[config.mk]
export PLATFORM = sky130hd
export DESIGN_NAME = pipeline_hazard_ctrl
export DESIGN_NICKNAME = d
export VERILOG_FILES = /design/src/rtl/rinsc_pkg.sv /design/src/rtl/hazard_scoreboard.sv /design/src/rtl/pipeline_hazard_ctrl.sv
export SDC_FILE = /design/constraint.sdc
export NUM_CORES = 1
export LEC_CHECK = 0
export BUFFER_PORTS_ARGS = -buffer_cell sky130_fd_sc_hd__buf_4
export CAP_MARGIN = 10
export CORE_ASPECT_RATIO = 0.8
export CORE_MARGIN = 3
export CORE_UTILIZATION = 31
export CTS_BUF_LIST = sky130_fd_sc_hd__clkbuf_8 sky130_fd_sc_hd__clkbuf_16
export CTS_CLUSTER_DIAMETER = 200
export CTS_CLUSTER_SIZE = 8
export DETAILED_ROUTE_END_ITERATION = 8
export PLACE_DENSITY = 0.53
export SLEW_MARGIN = 20
export SYNTH_ARGS = -nofsm -noshare
export SYNTH_HDL_FRONTEND = slang
export SYNTH_HIERARCHICAL = 1
export SYNTH_SLANG_ARGS = --single-unit
[constraint.sdc]
create_clock -name clk -period 4.69 [get_ports clk]
set_input_delay 0.7035 -clock clk [delete_from_list [all_inputs] [get_ports clk]]
set_output_delay 0.7035 -clock clk [all_outputs]
set_load 0.01 [all_outputs]
[src/rtl/rinsc_pkg.sv]
// Shared types and constants for the RINSC pipeline interlock logic.
package rinsc_pkg;

   // Register-file address width (32-entry RF).
   localparam int REG_AW = 5;

   // Stages between ID and RF-write commit: EX, MEM, WB.
   localparam int SB_DEPTH = 3;

   // Scoreboard slot names, youngest first.
   localparam int SB_EX  = 0;
   localparam int SB_MEM = 1;
   localparam int SB_WB  = 2;

   // One in-flight register writer.
   typedef struct packed {
      logic              valid;
      logic [REG_AW-1:0] rd;
   } sb_entry_t;

   // Controller mode. FLUSH is the cycle that squashes the fall-through fetch.
   typedef enum logic [1:0] {
      ST_RUN   = 2'd0,
      ST_STALL = 2'd1,
      ST_FLUSH = 2'd2
   } ctrl_state_e;

endpackage

[src/rtl/hazard_scoreboard.sv]
// Shift-register scoreboard of in-flight RF writers with two compare ports.
// Every entry advances one stage per cycle; the WB entry still hazards
// because the RF write lands on the edge that ends WB.
module hazard_scoreboard
   import rinsc_pkg::*;
#(
   parameter int SB_DEPTH = rinsc_pkg::SB_DEPTH
) (
   input  logic              clk,
   input  logic              reset,
   input  logic              push_valid_i,
   input  logic [REG_AW-1:0] push_rd_i,
   input  logic [REG_AW-1:0] ra_i,
   input  logic [REG_AW-1:0] rb_i,
   output logic              match_a_o,
   output logic              match_b_o
);

   sb_entry_t sb_q [SB_DEPTH];
   sb_entry_t sb_d [SB_DEPTH];

   // Next contents: new writer enters EX, everything else moves one stage on.
   always_comb begin
      sb_d[SB_EX].valid = push_valid_i;
      sb_d[SB_EX].rd    = push_rd_i;
      for (int i = 1; i < SB_DEPTH; i++) begin
         sb_d[i] = sb_q[i-1];
      end
   end

   // Scoreboard register; reset forgets every tracked writer.
   // NOTE: reset clears the rd fields too, not only valid; rd is a don't-care
   // once valid is 0, but a defined value keeps the compare path X-free.
   always_ff @(posedge clk) begin
      if (reset) begin
         for (int i = 0; i < SB_DEPTH; i++) begin
            sb_q[i] <= '0;
         end
      end else begin
         for (int i = 0; i < SB_DEPTH; i++) begin
            sb_q[i] <= sb_d[i];
         end
      end
   end

   // Dual-port compare against every live entry; r0 is not exempt.
   // NOTE: both outputs get a default before the loop so no latch is inferred.
   always_comb begin
      match_a_o = 1'b0;
      match_b_o = 1'b0;
      for (int i = 0; i < SB_DEPTH; i++) begin
         if (sb_q[i].valid && (sb_q[i].rd == ra_i)) match_a_o = 1'b1;
         if (sb_q[i].valid && (sb_q[i].rd == rb_i)) match_b_o = 1'b1;
      end
   end

endmodule

[src/rtl/pipeline_hazard_ctrl.sv]
// Interlock controller for the 5-stage RINSC pipeline without forwarding.
// Stalls IF/ID and bubbles ID/EX on RAW hazards, squashes the wrong-path
// fetch after a taken jump, and keeps saturating stall/flush counters.
module pipeline_hazard_ctrl
   import rinsc_pkg::*;
#(
   parameter int SB_DEPTH = rinsc_pkg::SB_DEPTH,
   parameter int CNT_W    = 16
) (
   input  logic              clk,
   input  logic              reset,
   input  logic [REG_AW-1:0] id_ra,
   input  logic [REG_AW-1:0] id_rb,
   input  logic              id_use_ra,
   input  logic              id_use_rb,
   input  logic [REG_AW-1:0] id_rd,
   input  logic              id_regwrite,
   input  logic              id_jump,
   output logic              pc_hold,
   output logic              ifid_hold,
   output logic              idex_bubble,
   output logic              pc_jump_en,
   output logic              id_kill,
   output logic [CNT_W-1:0]  stall_cnt,
   output logic [CNT_W-1:0]  flush_cnt
);

   localparam logic [CNT_W-1:0] CNT_ONE = {{(CNT_W-1){1'b0}}, 1'b1};
   localparam logic [CNT_W-1:0] CNT_MAX = {CNT_W{1'b1}};

   ctrl_state_e      state_q, state_d;
   logic             match_a, match_b;
   logic             hazard;
   logic             stall;
   logic             sb_push;
   logic [CNT_W-1:0] stall_cnt_q, stall_cnt_d;
   logic [CNT_W-1:0] flush_cnt_q, flush_cnt_d;

   // A squashed or stalled ID slot never becomes a tracked writer.
   assign sb_push = id_regwrite & ~stall & ~id_kill;

   hazard_scoreboard #(
      .SB_DEPTH (SB_DEPTH)
   ) u_scoreboard (
      .clk          (clk),
      .reset        (reset),
      .push_valid_i (sb_push),
      .push_rd_i    (id_rd),
      .ra_i         (id_ra),
      .rb_i         (id_rb),
      .match_a_o    (match_a),
      .match_b_o    (match_b)
   );

   assign hazard  = (id_use_ra & match_a) | (id_use_rb & match_b);
   assign id_kill = (state_q == ST_FLUSH);

   // Mode register; reset drops any pending squash and returns to RUN.
   // NOTE: sequential state uses non-blocking assignments only, so every
   // register samples pre-edge values regardless of block ordering.
   always_ff @(posedge clk) begin
      if (reset) begin
         state_q <= ST_RUN;
      end else begin
         state_q <= state_d;
      end
   end

   // Next mode and pipeline control outputs for the instruction now in ID.
   always_comb begin
      state_d     = ST_RUN;
      stall       = 1'b0;
      pc_hold     = 1'b0;
      ifid_hold   = 1'b0;
      idex_bubble = 1'b0;
      pc_jump_en  = 1'b0;
      case (state_q)
         ST_FLUSH: begin
            // The IfId content is the fall-through fetch: drop it, no hazard check.
            idex_bubble = 1'b1;
         end
         default: begin
            stall       = hazard;
            pc_hold     = hazard;
            ifid_hold   = hazard;
            idex_bubble = hazard;
            // A jump held by a stall waits in ID until its operands are ready.
            pc_jump_en  = id_jump & ~hazard;
         end
      endcase
      if (pc_jump_en) begin
         state_d = ST_FLUSH;
      end else if (stall) begin
         state_d = ST_STALL;
      end
   end

   // Saturating increments for the two performance counters.
   always_comb begin
      stall_cnt_d = stall_cnt_q;
      flush_cnt_d = flush_cnt_q;
      if (stall && (stall_cnt_q != CNT_MAX)) stall_cnt_d = stall_cnt_q + CNT_ONE;
      if (pc_jump_en && (flush_cnt_q != CNT_MAX)) flush_cnt_d = flush_cnt_q + CNT_ONE;
   end

   // Counter registers.
   always_ff @(posedge clk) begin
      if (reset) begin
         stall_cnt_q <= '0;
         flush_cnt_q <= '0;
      end else begin
         stall_cnt_q <= stall_cnt_d;
         flush_cnt_q <= flush_cnt_d;
      end
   end

   assign stall_cnt = stall_cnt_q;
   assign flush_cnt = flush_cnt_q;

endmodule

==> impl_metrics.toml <==
[outcome]
status = "completed"

[worst_setup_path]
ff2ff_path_depth = 9
worstPathRequired_ns = 3.99
startpoint_type = "primary input"
cp_max_fo = 9
r2r_start = "u_scoreboard/sb_q[0][4]$_SDFF_PP0_"
critical_path_arrival_ns = 2.28
path_class = "in2out"
worst_r2r_endpoint = "flush_cnt[15]$_SDFFE_PP0P_"
worstSetupEndpointType = "output port"
ff2ff_setup_slack_ns = 2.17

[clock_network]
ctsResizeCount = 0
postCtsHoldBufs = 0
cts_tree = "yes"
cts_num_sinks = 52
h-tree-depth = 2
insertion_delay_ns = 0.30
cts_setup_buffers = 0
path_clk_slew_ns = 0.10
cts_root_buf = "clkbuf_8"
numCtsBuffers = 5
cts_buffer_depth = 2

[yosys]
avgSynthCellArea_um2 = 8.91
syn_area_um2 = 2500
synthCells = 281
yosysWarnings = 6
synth_cell_types = 37
synth_top_area_share_pct = 41.6
yosysSeqAreaShare_pct = 41.6
ys_ff_latch = 52
synth_nets = 304
post-synth-top-area-cell = "dfxtp_1"
synth_area_leaders = "dfxtp_1, xnor2_1, xor2_1"

[job]
cap_violations = 0

[floorplan]
initial_utilization_pct = 32.9
core-area_um2 = 7600
fp.dieArea_um2 = 9190
die_h_um = 86.4
ios = 58
rows = 28
die_w_um = 106

[pwr]
vdd_ir_drop_max_mv = 0.111
p_per_area_nw_per_um2 = 267
p_leak_uw = 0.00122

[drt]
drt_first_pass_iters = 4
viasPerCell = 4.72
drt_wl_total_mm = 5.92
drc_errors = 0
vias = 2095
detail-route-antenna-nets = 0
wl_per_cell_um = 13.3
first_iter_violations = 82

[hold_path]
hold_path_depth = 1
hold_path.class = "reg2reg"
hp-start = "u_scoreboard/sb_q[0][5]$_SDFF_PP0_"
worstHoldEndpoint = "u_scoreboard/sb_q[0][11]$_SDFF_PP0_"

[layout]
num-fill-cells = 783
seqCellArea_um2 = 1040
final_util_pct = 41.2
nNetsFinal = 361
multi_input_area_um2 = 1400
areaGrowthSynthToFinish_pct = 25.3
final_common_cell = "buf_4"
most-common-layout-cells = "buf_4, dfxtp_1, nor2_1"
drive_gt1_share_pct = 23.3
num_antenna_cells = 0

[placement]
io_buffer_count = 57
place_hpwl_mm = 4.37
place.gp.congestion = 0.846

[sta]
hold_ws_ns = 0.491
fin_crit_ns = 2.98
tns_ns = 0
slew_headroom_pct = 42.6
setup_viol = 0
finalHoldViolCount = 0
fmax_ghz = 0.335
tightest_slew_ns = 0.853
finClkSkew_ns = 0.00906
rsz0062_at_grt = "false"
period_share_pct = 63.6
slew_viol_final = 0

[global_route]
grt_pass1_wl_mm = 9.66
grt_max_degree = 54
overflow = 0
grt_antenna_before_repair = 0
grt_usage_pct = 13.2
first_global_vias = 1923
-- cell usage after synthesis --
library cell / instances
a211oi_1: 3
inv_1: 5
clkbuf_1: 5
xor2_1: 27
a22oi_1: 1
and3_1: 3
or3_1: 1
a31o_1: 1
nand4_1: 11
and2b_2: 8
or2_2: 1
dfxtp_1: 52
buf_4: 1
inv_2: 1
and4_1: 2
or4b_4: 1
nor2_1: 37
nand2b_2: 1
nor2b_1: 10
nand3_1: 18
a22o_1: 1
ha_1: 2
nor4_2: 1
o21ai_0: 2
a21oi_1: 4
a311oi_1: 1
nor3_1: 7
nor4_1: 18
buf_6: 1
nor4b_1: 2
mux2i_1: 2
nor3_2: 1
and2_1: 2
xnor2_1: 29
nand2b_1: 1
nand2_1: 17
o31ai_1: 1
-- power breakdown --
| group | total, uW | switching [uW] | leakage, uW | internal, uW |
|---|---|---|---|---|
| sequential | 461 | 10.5 | 0.000422 | 450 |
| clock | 305 | 147 | 0.0000541 | 158 |
| combinational | 70.3 | 34.9 | 0.000740 | 35.5 |
-- metrics by stage --
stage	total power [uW]	worst slack, ns	std cells	instance area (um2)
2_1_floorplan	506	2.12	281	2500
3_3_place_gp	541	1.76	436	3020
3_5_place_dp	541	1.73	436	3020
4_1_cts	852	1.72	444	3140
5_1_grt	876	1.47	444	3140
6_report	836	1.71	444	3140
-- logic make-up (layout without fill, tap and decap cells) --
logic type | count (synthesis) | after routing | share of synthesized area, %
DFF | 52 | 52 | 41.6
xor gates and xnor gates | 56 | 56 | 19.6
and+or+nand+nor | 142 | 142 | 30.9
adders and majority gates | 2 | 2 | 1.00
AOI/OAI and AO/OA | 14 | 14 | 3.75
muxes | 2 | 2 | 0.800
buffers and inverters | 13 | 71 | 2.40
-- registers in the layout, indices dropped and copies added (netlist names) --
signal             flops
u_scoreboard/sb_q     18
flush_cnt             16
state_q                2
stall_cnt             16
-- worst max-delay path by stage --
stage | slack (ns) | to | start | depth (start not counted)
2_1_floorplan | 2.12 | flush_cnt[13]$_SDFFE_PP0P_ | id_ra[0] | 10
3_3_place_gp | 1.76 | pc_jump_en | id_ra[4] | 9
5_1_grt | 1.47 | pc_jump_en | id_ra[4] | 9
4_1_cts | 1.72 | pc_jump_en | id_ra[4] | 9
6_report | 1.71 | pc_jump_en | id_ra[4] | 9
3_5_place_dp | 1.73 | pc_jump_en | id_ra[4] | 9
-- layer usage --
layer	part of all wire, %	vias to the layer above	global-route usage [%]
met3	7.1	5	3.80
met5	0	-	0
met1	54	953	20.8
met2	39	59	17.1
met4	0.61	0	3.14
li1	-	1078	-
-- area by class of cell --
class | instances | share of cell area [%]
clock buffers | 5 | 2.19
well taps | 105 | 4.19
repair buffers | 57 | 13.6
multi-input cells | 216 | 44.7
inverters | 6 | 0.718
flip-flops and latches | 52 | 33.2
clock inverters | 3 | 1.36
-- worst max-delay path, stage by stage --
cell and delay, ns:
buf_4 0.13, xor2_1 0.21, nor4_1 0.08, nand3_1 0.09, nand3_1 0.10, a22oi_1 0.36, nand3_1 0.35, inv_1 0.13
buf_4 0.13
Note: power is estimated with default switching activity, not from simulation.
